[src/rtl/chords_pkg.sv]
// Shared definitions for the chord sequencing blocks: field widths, ROM word layout,
// END-marker test and the song reader state encoding.
package chords_pkg;

    localparam int NOTE_W   = 6;
    localparam int DUR_W    = 6;
    localparam int ROM_W    = 16;
    localparam int ADV_BIT  = 15;
    localparam int NOTE_LSB = 6;
    localparam int DUR_LSB  = 0;

    typedef enum logic [2:0] {
        ST_IDLE,
        ST_FETCH,
        ST_ROMWAIT,
        ST_ISSUE,
        ST_WAIT_READY,
        ST_DONE
    } reader_state_e;

    function automatic logic [NOTE_W-1:0] word_note(input logic [ROM_W-1:0] w);
        return w[NOTE_LSB +: NOTE_W];
    endfunction

    function automatic logic [DUR_W-1:0] word_dur(input logic [ROM_W-1:0] w);
        return w[DUR_LSB +: DUR_W];
    endfunction

    function automatic logic word_adv(input logic [ROM_W-1:0] w);
        return w[ADV_BIT];
    endfunction

    // The adv and reserved bits do not take part in the END test.
    function automatic logic is_end_word(input logic [ROM_W-1:0] w);
        return (word_note(w) == '0) && (word_dur(w) == '0);
    endfunction

endpackage

[src/rtl/chord_song_reader_song_rom.sv]
// Song ROM: synchronous read, data appears one cycle after the {song, idx} address.
// Reserved bits [14:12] carry arbitrary patterns in some songs; readers ignore them.
module song_rom
    import chords_pkg::*;
#(
    parameter int IDX_W  = 5,
    parameter int SONG_W = 2
) (
    input  logic                    clk,
    input  logic [SONG_W+IDX_W-1:0] addr_i,
    output logic [ROM_W-1:0]        data_o
);

    function automatic logic [ROM_W-1:0] make_word(input logic adv, input logic [2:0] rsv,
                                                   input logic [NOTE_W-1:0] n,
                                                   input logic [DUR_W-1:0] d);
        return {adv, rsv, n, d};
    endfunction

    function automatic logic [ROM_W-1:0] rom_word(input logic [SONG_W+IDX_W-1:0] a);
        int s;
        int i;
        logic [ROM_W-1:0] w;
        s = int'(a[SONG_W+IDX_W-1:IDX_W]);
        i = int'(a[IDX_W-1:0]);
        w = '0;
        case (s)
            0: if (i == 0) w = make_word(1'b1, 3'd0, 6'd10, 6'd4);
            1: begin
                case (i)
                    0:          w = make_word(1'b0, 3'd0, 6'd20, 6'd8);
                    1:          w = make_word(1'b0, 3'd0, 6'd24, 6'd8);
                    2:          w = make_word(1'b1, 3'd0, 6'd27, 6'd8);
                    3, 4, 5, 6: w = make_word(1'b0, 3'd0, 6'(27 + i), 6'd2);
                    default:    w = '0;
                endcase
            end
            2: w = make_word(1'b1, 3'b101, 6'(i + 1), 6'(i % 7 + 1));
            default: begin
                // Entry 5 is a rest (note 0, non-zero duration), which must not read as END.
                if (i < 20) begin
                    w = make_word(i % 4 == 3, 3'(i % 8),
                                  (i == 5) ? 6'd0 : 6'((i * 7 + 3) % 64), 6'(i % 5 + 1));
                end
            end
        endcase
        return w;
    endfunction

    always_ff @(posedge clk) begin
        data_o <= rom_word(addr_i);
    end

endmodule

[src/rtl/chord_song_reader.sv]
// Song reader: walks the song ROM and issues up to MAX_VOICES voices per chord to the
// chords block, waiting for player_ready between chords and flagging end of song.
module chord_song_reader
    import chords_pkg::*;
#(
    parameter int  NOTES_PER_SONG = 32,
    parameter int  NUM_SONGS      = 4,
    parameter int  MAX_VOICES     = 3,
    localparam int IDX_W          = $clog2(NOTES_PER_SONG),
    localparam int SONG_W         = $clog2(NUM_SONGS)
) (
    input  logic                clk,
    input  logic                reset,
    input  logic                play,
    input  logic [SONG_W-1:0]   song,
    input  logic                player_ready,
    output logic [NOTE_W-1:0]   note,
    output logic [DUR_W-1:0]    duration,
    output logic                new_note,
    output logic [1:0]          voice,
    output logic                song_done,
    output reader_state_e       dbg_state
);

    localparam logic [IDX_W-1:0] LAST_IDX   = IDX_W'(NOTES_PER_SONG - 1);
    localparam logic [1:0]       LAST_VOICE = 2'(MAX_VOICES - 1);

    reader_state_e     state_q;
    logic [IDX_W-1:0]  idx_q;
    logic [1:0]        vcnt_q;
    logic              pend_q;
    logic [SONG_W-1:0] song_q;
    logic [NOTE_W-1:0] note_q;
    logic [DUR_W-1:0]  dur_q;
    logic [1:0]        voice_q;
    logic              new_note_q;
    logic              song_done_q;

    logic [ROM_W-1:0]  rom_data;
    logic              song_chg;
    logic              ready_seen;
    logic              rom_end;
    logic              last_voice;
    logic              unused_rsv;

    song_rom #(
        .IDX_W  (IDX_W),
        .SONG_W (SONG_W)
    ) u_rom (
        .clk    (clk),
        .addr_i ({song, idx_q}),
        .data_o (rom_data)
    );

    assign song_chg   = (song != song_q);
    assign ready_seen = player_ready | pend_q;
    assign rom_end    = is_end_word(rom_data);
    assign last_voice = word_adv(rom_data) | (vcnt_q == LAST_VOICE) | (idx_q == LAST_IDX);
    assign unused_rsv = ^rom_data[14:12];

    // Handshake: new_note is a one-cycle valid with no backpressure; note/duration/voice
    // are valid only in that cycle. player_ready is a one-cycle pulse meaning "chord done"
    // and is honoured only in WAIT_READY (or remembered if it arrives while paused).
    // The ROM word is decoded on the ROMWAIT->ISSUE edge so the strobe coincides with ISSUE;
    // ISSUE then re-reads the same word (address unchanged) to pick the next state.
    always_ff @(posedge clk) begin
        if (reset) begin
            state_q     <= ST_IDLE;
            idx_q       <= '0;
            vcnt_q      <= '0;
            pend_q      <= 1'b0;
            song_q      <= song;
            note_q      <= '0;
            dur_q       <= '0;
            voice_q     <= '0;
            new_note_q  <= 1'b0;
            song_done_q <= 1'b0;
        end else begin
            song_q      <= song;
            new_note_q  <= 1'b0;
            song_done_q <= 1'b0;
            if (song_chg) begin
                idx_q   <= '0;
                vcnt_q  <= '0;
                pend_q  <= 1'b0;
                state_q <= play ? ST_FETCH : ST_IDLE;
            end else if (!play) begin
                if (player_ready) pend_q <= 1'b1;
            end else begin
                unique case (state_q)
                    ST_IDLE:    state_q <= ST_FETCH;
                    ST_FETCH:   state_q <= ST_ROMWAIT;
                    ST_ROMWAIT: begin
                        if (rom_end) begin
                            song_done_q <= 1'b1;
                        end else begin
                            note_q     <= word_note(rom_data);
                            dur_q      <= word_dur(rom_data);
                            voice_q    <= vcnt_q;
                            new_note_q <= 1'b1;
                        end
                        state_q <= ST_ISSUE;
                    end
                    ST_ISSUE: begin
                        if (rom_end) begin
                            state_q <= ST_DONE;
                        end else if (last_voice) begin
                            vcnt_q  <= '0;
                            state_q <= ST_WAIT_READY;
                        end else begin
                            vcnt_q  <= vcnt_q + 2'd1;
                            idx_q   <= idx_q + 1'b1;
                            state_q <= ST_FETCH;
                        end
                    end
                    ST_WAIT_READY: begin
                        if (ready_seen) begin
                            pend_q <= 1'b0;
                            if (idx_q == LAST_IDX) begin
                                song_done_q <= 1'b1;
                                state_q     <= ST_DONE;
                            end else begin
                                idx_q   <= idx_q + 1'b1;
                                state_q <= ST_FETCH;
                            end
                        end
                    end
                    ST_DONE:  state_q <= ST_DONE;
                    default:  state_q <= ST_IDLE;
                endcase
            end
        end
    end

    assign note      = note_q;
    assign duration  = dur_q;
    assign voice     = voice_q;
    assign new_note  = new_note_q;
    assign song_done = song_done_q;
    assign dbg_state = state_q;

endmodule

[config.mk]
export PLATFORM = sky130hd
export DESIGN_NAME = chord_song_reader
export DESIGN_NICKNAME = d
export VERILOG_FILES = /design/src/rtl/chords_pkg.sv /design/src/rtl/chord_song_reader_song_rom.sv /design/src/rtl/chord_song_reader.sv
export SDC_FILE = /design/constraint.sdc
export NUM_CORES = 1
export LEC_CHECK = 0
export CAP_MARGIN = 10
export CORE_ASPECT_RATIO = 1.75
export CORE_MARGIN = 8
export CORE_UTILIZATION = 45
export CTS_BUF_LIST = sky130_fd_sc_hd__clkbuf_4 sky130_fd_sc_hd__clkbuf_8
export CTS_CLUSTER_DIAMETER = 80
export CTS_CLUSTER_SIZE = 8
export DETAILED_ROUTE_END_ITERATION = 8
export GPL_TIMING_DRIVEN = 0
export HOLD_SLACK_MARGIN = 0.08
export PLACE_DENSITY = 0.66
export RECOVER_POWER = 25
export REMOVE_ABC_BUFFERS = 1
export SLEW_MARGIN = 20
export SYNTH_ARGS = -nofsm -noshare
export SYNTH_HDL_FRONTEND = slang
export SYNTH_SLANG_ARGS = --single-unit
[constraint.sdc]
create_clock -name clk -period 5.14 [get_ports clk]
set_input_delay 1.028 -clock clk [delete_from_list [all_inputs] [get_ports clk]]
set_output_delay 1.028 -clock clk [all_outputs]
set_load 0.02 [all_outputs]
== Word-level counts from Yosys, hierarchy flattened ==
Index checks and enable logic that the tools add are counted.

* Bits in registers: 45
* Input bits: 6
* Output and inout bits: 19
* Logic and storage cells: 101

* Add/subtract/negate cells: 7
* Multiply operators: 1
* Div/mod/pow operators: 2
* Order comparisons: 1
* Equality and inequality tests: 25
* Mux-type cells: 28
* Bitwise operators: 7
* Reductions and logical operators: 19

{| class="wikitable"
|+ Operator list
! kind !! count
|-
| 6-bit by 4-bit modulo with 32-bit output (second input constant) || 2
|-
| 16-bit case mux with 4 select lines || 1
|-
| 16-bit case mux with 3 select lines || 1
|-
| 16-bit two-way mux || 2
|-
| 5-bit two-way mux || 4
|-
| 3-bit two-way mux || 6
|-
| 3-bit case mux with 6 select lines || 1
|-
| 5-bit by 3-bit == test with 1-bit output (second input constant) || 3
|-
| 6-bit by 2-bit adder with 6-bit output (second input constant) || 2
|-
| 6-bit logical NOT || 2
|-
| 5-bit by 2-bit == test with 1-bit output (second input constant) || 2
|-
| 5-bit logical NOT || 2
|-
| 5-bit case mux with 2 select lines || 1
|-
| 1-bit two-way mux || 9
|-
| 2-bit inequality test (second input constant) || 4
|-
| 4-bit OR reduction || 2
|-
| 5-bit by 1-bit adder with 6-bit output (second input constant) || 1
|-
| 5-bit by 5-bit adder with 6-bit output (first input constant) || 1
|-
| 6-bit by 3-bit adder with 6-bit output (second input constant) || 1
|-
| 3-bit by 2-bit == test with 1-bit output (second input constant) || 2
|-
| 3-bit == test (second input constant) || 2
|-
| 5-bit by 3-bit multiplier with 6-bit output (second input constant) || 1
|-
| 6-bit two-way mux || 1
|-
| 3-bit AND reduction || 2
|-
| 25 further kinds || 35
|}

== Logic depth before layout (Yosys ltp) ==
* Depth in word-level cells: 8
* Gate-level depth with buffers: 22
* Depth with buffers taken out: 21

== Modules after synthesis ==
Synthesis repeated with hierarchy kept, for this count alone.

* Cell total of the unflattened synthesis: 474
* Area, all modules: 3952.5 um^2

{| class="wikitable"
|+ By module, submodules not included
! module !! times used !! cells an instance !! area each (um^2) !! sequential area each (um^2)
|-
| song_rom || 1 || 306 || 2483.6 || 320.3
|-
| chord_song_reader || 1 || 168 || 1468.9 || 580.6
|}

== Worst setup path before layout ==
OpenSTA, ideal clock, no wires.

* Path kind: flip-flop to flip-flop
* From: reg idx_q[3]
* To: reg u_rom.data_o[4]
* Library setup time: 117 ps
* Arrival: 5041 ps
* Data required time: 5023 ps
* Setup slack: -18 ps
* Cell stages (with the launch flop): 20
* Buffers on the path: 1
* Clock period less this slack: 5158 ps
* Path through: dfxtp_1 buf_4 clkinv_1 ha_1 a21oi_4 xnor2_2 inv_2 ha_1 or4_4 a32oi_4 xnor2_1 ha_1 a221o_1 nor3_2 nand2_1 mux2i_1 ha_1 o211ai_2 xnor2_1 a22o_1

* Longest elaborated chain between the ends: 4
* Elaborated cells on any way between the ends: 7
* Those cells by class: add/sub: 2; div: 2; order compare: 1; mux: 2

{| class="wikitable"
|+ RTL lines
! what !! RTL line !! text
|-
| start, declared || chord_song_reader.sv:29 || <nowiki>logic [IDX_W-1:0] idx_q;</nowiki>
|-
| start signal, assigned || chord_song_reader.sv:112 || <nowiki>idx_q <= idx_q + 1'b1;</nowiki>
|-
| start signal, assigned || chord_song_reader.sv:123 || <nowiki>idx_q <= idx_q + 1'b1;</nowiki>
|-
| 6-bit by 4-bit modulo with 32-bit output || chord_song_reader_song_rom.sv:43 || <nowiki>(i == 5) ? 6'd0 : 6'((i * 7 + 3) % 64), 6'(i % 5 + 1));</nowiki>
|-
| 6-bit by 2-bit adder with 6-bit output || chord_song_reader_song_rom.sv:43 ||
|-
| 16-bit two-way mux || chord_song_reader_song_rom.sv:41 || <nowiki>if (i < 20) begin</nowiki>
|-
| 16-bit case mux with 3 select lines * || chord_song_reader_song_rom.sv:27 || <nowiki>case (s)</nowiki>
|-
| end signal, assigned || chord_song_reader_song_rom.sv:51 || <nowiki>data_o <= rom_word(addr_i);</nowiki>
|-
| end, declared || chord_song_reader_song_rom.sv:11 || <nowiki>output logic [ROM_W-1:0] data_o</nowiki>
|}

Mark *: on every way between the ends. The rest lies on a longest branch, timed or not.
A chain may end at the register's enable or synchronous reset.

== Worst setup path after layout ==
Ends and elaborated chain as after synthesis.

==> flow_metrics.tcl <==
set metrics [dict create \
    stdcell_count 551 \
    fin_skew_ns 0.00469 \
    synthDistinctLibCells 78 \
    powerDensity_nw_per_um2 145 \
    synthToLayoutAreaGrowth_pct 10.5 \
    cts.path.max_buffers 2 \
    post-place-cells 541 \
    vias 3351 \
    grt_pass1_vias 3206 \
    nNetsFinal 500 \
    synth.avg_cell_area_sq_um 8.39 \
    synth_xor_xnor_area_share_pct 7.44 \
    num_io_pins 25 \
    grt_pass1_wl_um 15500 \
    power_leakage_nw 1.67 \
    yosys.area_share.adder_pct 13.0 \
    port_buffers 24 \
    dieArea_sq_um 11600 \
    drive_gt1_share_pct 11.1 \
    min_period_ns 4.84 \
    synth_top_area_cell "dfxtp_1" \
    yosysSeqAreaShare_pct 22.4 \
    maxCapViolCount 0 \
    gp_congestion 0.966 \
    cts_tree "done" \
    cts-htree-levels 2 \
    netlist_area_sq_um 3750 \
    fp-row-count 44 \
    critPathLaunchType "flip-flop" \
    fin_setup_tns_ns 0 \
    required_ns 5.34 \
    dr.pass1.iters 5 \
    grt_start_max_net_pins 23 \
    setup_viol 0 \
    power.total_uw 602 \
    synthCells 447 \
    hold_viol 0 \
    antenna_found_initial 0 \
    avgViaCountPerCell 6.08 \
    crit_path_max_incr_delay_ns 0.54 \
    async_reset_ff_share_pct 0 \
    crit_buf_inv 2 \
    synth_compound_area_share_pct 23.6 \
    die_y_um 137 \
    run_status "completed" \
    synth_area_leaders "dfxtp_1 (22%), ha_1 (10%), mux2i_1 (5.9%), xnor2_1 (4.7%), nor2_1 (4.3%)" \
    min_path_type "flip-flop to flip-flop" \
    drt_iter0_markers 216 \
    cp_data_arrival_time_ns 5.04 \
    yosysWarnings 0 \
    synth_top_area_share_pct 22.4 \
    rsz0062_at_grt "false" \
    diodes 0 \
    cts_buffers 5 \
    slowest_stage "or4_4" \
    cp_common_cell "ha_1" \
    final.period_utilization_pct 94.1 \
    slew_headroom_pct 40.1 \
    cts_root_buffer "clkbuf_8" \
    hold_start "voice[1]" \
    place_worst_setup_slack_ns -1.01 \
    critPathTopFamily "simple AND/OR/NAND/NOR gates" \
    critPathKind "flip-flop to flip-flop" \
    die_w_um 85.0 \
    drc_errors 0 \
    gr-total-overflow 0 \
    start_util_pct 45.7 \
    cts_sinks 42 \
    cp-end-kind "flip-flop" \
    max_freq_ghz 0.207 \
    slew_violations 0 \
    clk_transition_reported_paths_ns 0.08 \
    synth_top_family_by_area "compound AO/OA/AOI/OAI gates" \
    min_to "voice[1]" \
    rr_endpoint "u_rom.data_o[4]" \
    routed_wl_um 9420 \
    postRouteAntennaNets 0 \
    coreArea_sq_um 8200 \
    track_usage_pct 16.5 \
    synth_flop_cell "dfxtp_1" \
    irDropWorstVdd_v 0.000105 \
    synth.area.mux_share_pct 6.78 \
    setup_slack_ns 0.304 \
    tightestPinTransition_ns 0.894 \
    ys_seq_elements 42 \
    clk_latency_ns 0.30 \
    synthSimpleGateAreaFrac_pct 22.0 \
    hold_depth 2 \
    crit_fanout 17 \
    synth_edf_count 0 \
    crit_chain "inv_4 > ha_2 > a21oi_4 > xnor2_2 > inv_2 > ha_1 > or4_4 > a32oi_4 > xnor2_1 > ha_1 > or2_2 > o2bb2ai_1 > nor3_2 > nand2_1 > mux2i_1 > ha_1 > o211ai_2 > xnor2_1 > a22o_1" \
    wire_per_inst_um 17.1 \
    rr_worst_depth 19 \
    dp_hpwl_um 7370 \
    r2r_slack_ns 0.30 \
    r2r-start "idx_q[3]" \
]
[worst min-delay path, cell delays in order (launching register included)]
cell	delay (ns)
dfxtp_1	0.32
mux2i_1	0.06
nor2_1	0.07
[flip-flops by register name, summed over array words and instances, names as in the netlist]
name	flops
new_note	1
song_done	1
voice	2
duration	6
idx_q	5
note	6
dbg_state	3
pend_q	1
song_q	2
vcnt_q	2
u_rom.data_o	13
[power by group]
part	total, mW	switching, mW	internal, mW
clock	0.227	0.119	0.108
combinational	0.0405	0.0246	0.0159
sequential	0.335	0.00510	0.330
[layout make-up]
type,count,area (sq um)
fillers,803,4060
flip-flops and latches,42,855
inverters,19,77.6
well taps,92,115
multi-input cells,364,2740
repair buffers,26,255
clock buffers,6,82.6
clock inverters,2,12.5
[cell families (layout without fill, tap and decap cells)]
logic type | count (synthesis) | in the layout
fa+ha+maj | 36 | 36
compound gates | 118 | 118
simple gates | 154 | 154
mux | 25 | 25
xor+xnor | 31 | 31
buf+inv | 41 | 53
flops | 42 | 42
[cells in the final DEF (no fill, tap or decap), types with 5 or more instances in the layout]
cell type and n:
nand2_1 32, a31oi_1 5, dfxtp_1 37, nor3_1 8, o21ai_0 27, nand3_1 8, xnor2_1 20, inv_1 15
xor2_1 10, nand2b_1 9, mux2i_1 22, a21oi_1 25, clkbuf_8 6, nor4_1 5, dlygate4sd3_1 15, ha_1 29
nor2_1 42, nor2b_1 10, clkdlybuf4s50_1 9, o21ai_1 5, fa_1 5
[routing by layer]
layer  vias to the layer above  global-route usage [%]  routed length [um]
li1                       1643                       -                   -
met1                      1588                    15.6                3530
met2                        90                    32.1                5180
met3                        30                    1.56                 260
met4                         0                    11.9                 452
met5                         -                       0                   0
[stage by stage]
stage                     utilization (%)  hold slack (ns)  instance area (sq um)
final                                50.5            0.490                   4140
after global routing                 50.5            0.520                   4140
after CTS                            50.3            0.502                   4130
after detailed placement             48.8            0.482                   4000
after global placement               48.7            0.474                   4000
after floorplan                         -            0.459                   3640
[worst max path at each step]
| stage | depth (start not counted) | slack, ns | from | to |
|---|---|---|---|---|
| global route | 19 | 0.01 | idx_q[3] | u_rom.data_o[4] |
| global placement | 18 | -0.96 | idx_q[3] | u_rom.data_o[4] |
| CTS | 19 | 0.07 | idx_q[3] | u_rom.data_o[4] |
| finish | 19 | 0.30 | idx_q[3] | u_rom.data_o[4] |
| floorplan | 18 | -0.15 | idx_q[3] | u_rom.data_o[4] |
| detailed placement | 18 | -1.01 | idx_q[3] | u_rom.data_o[4] |
[what timing repair did]
item | in CTS | in global routing
hold buffers | 0 | 0
endpoints found under the hold margin | 0 | 0
setup endpoints to repair | 6 | 4
pin swaps | 2 | 0
buffers inserted | 2 | 0
gates resized for setup | 7 | 7
[cell usage after synthesis (all sizes together) (15+ instances only)]
library cell / instances
a21oi: 26
nand2: 32
dfxtp: 42
mux2i: 22
nor2: 43
ha: 31
o21ai: 34
inv: 16
clkbuf: 15
xnor2: 21
Power figures use the tool's default switching activity.
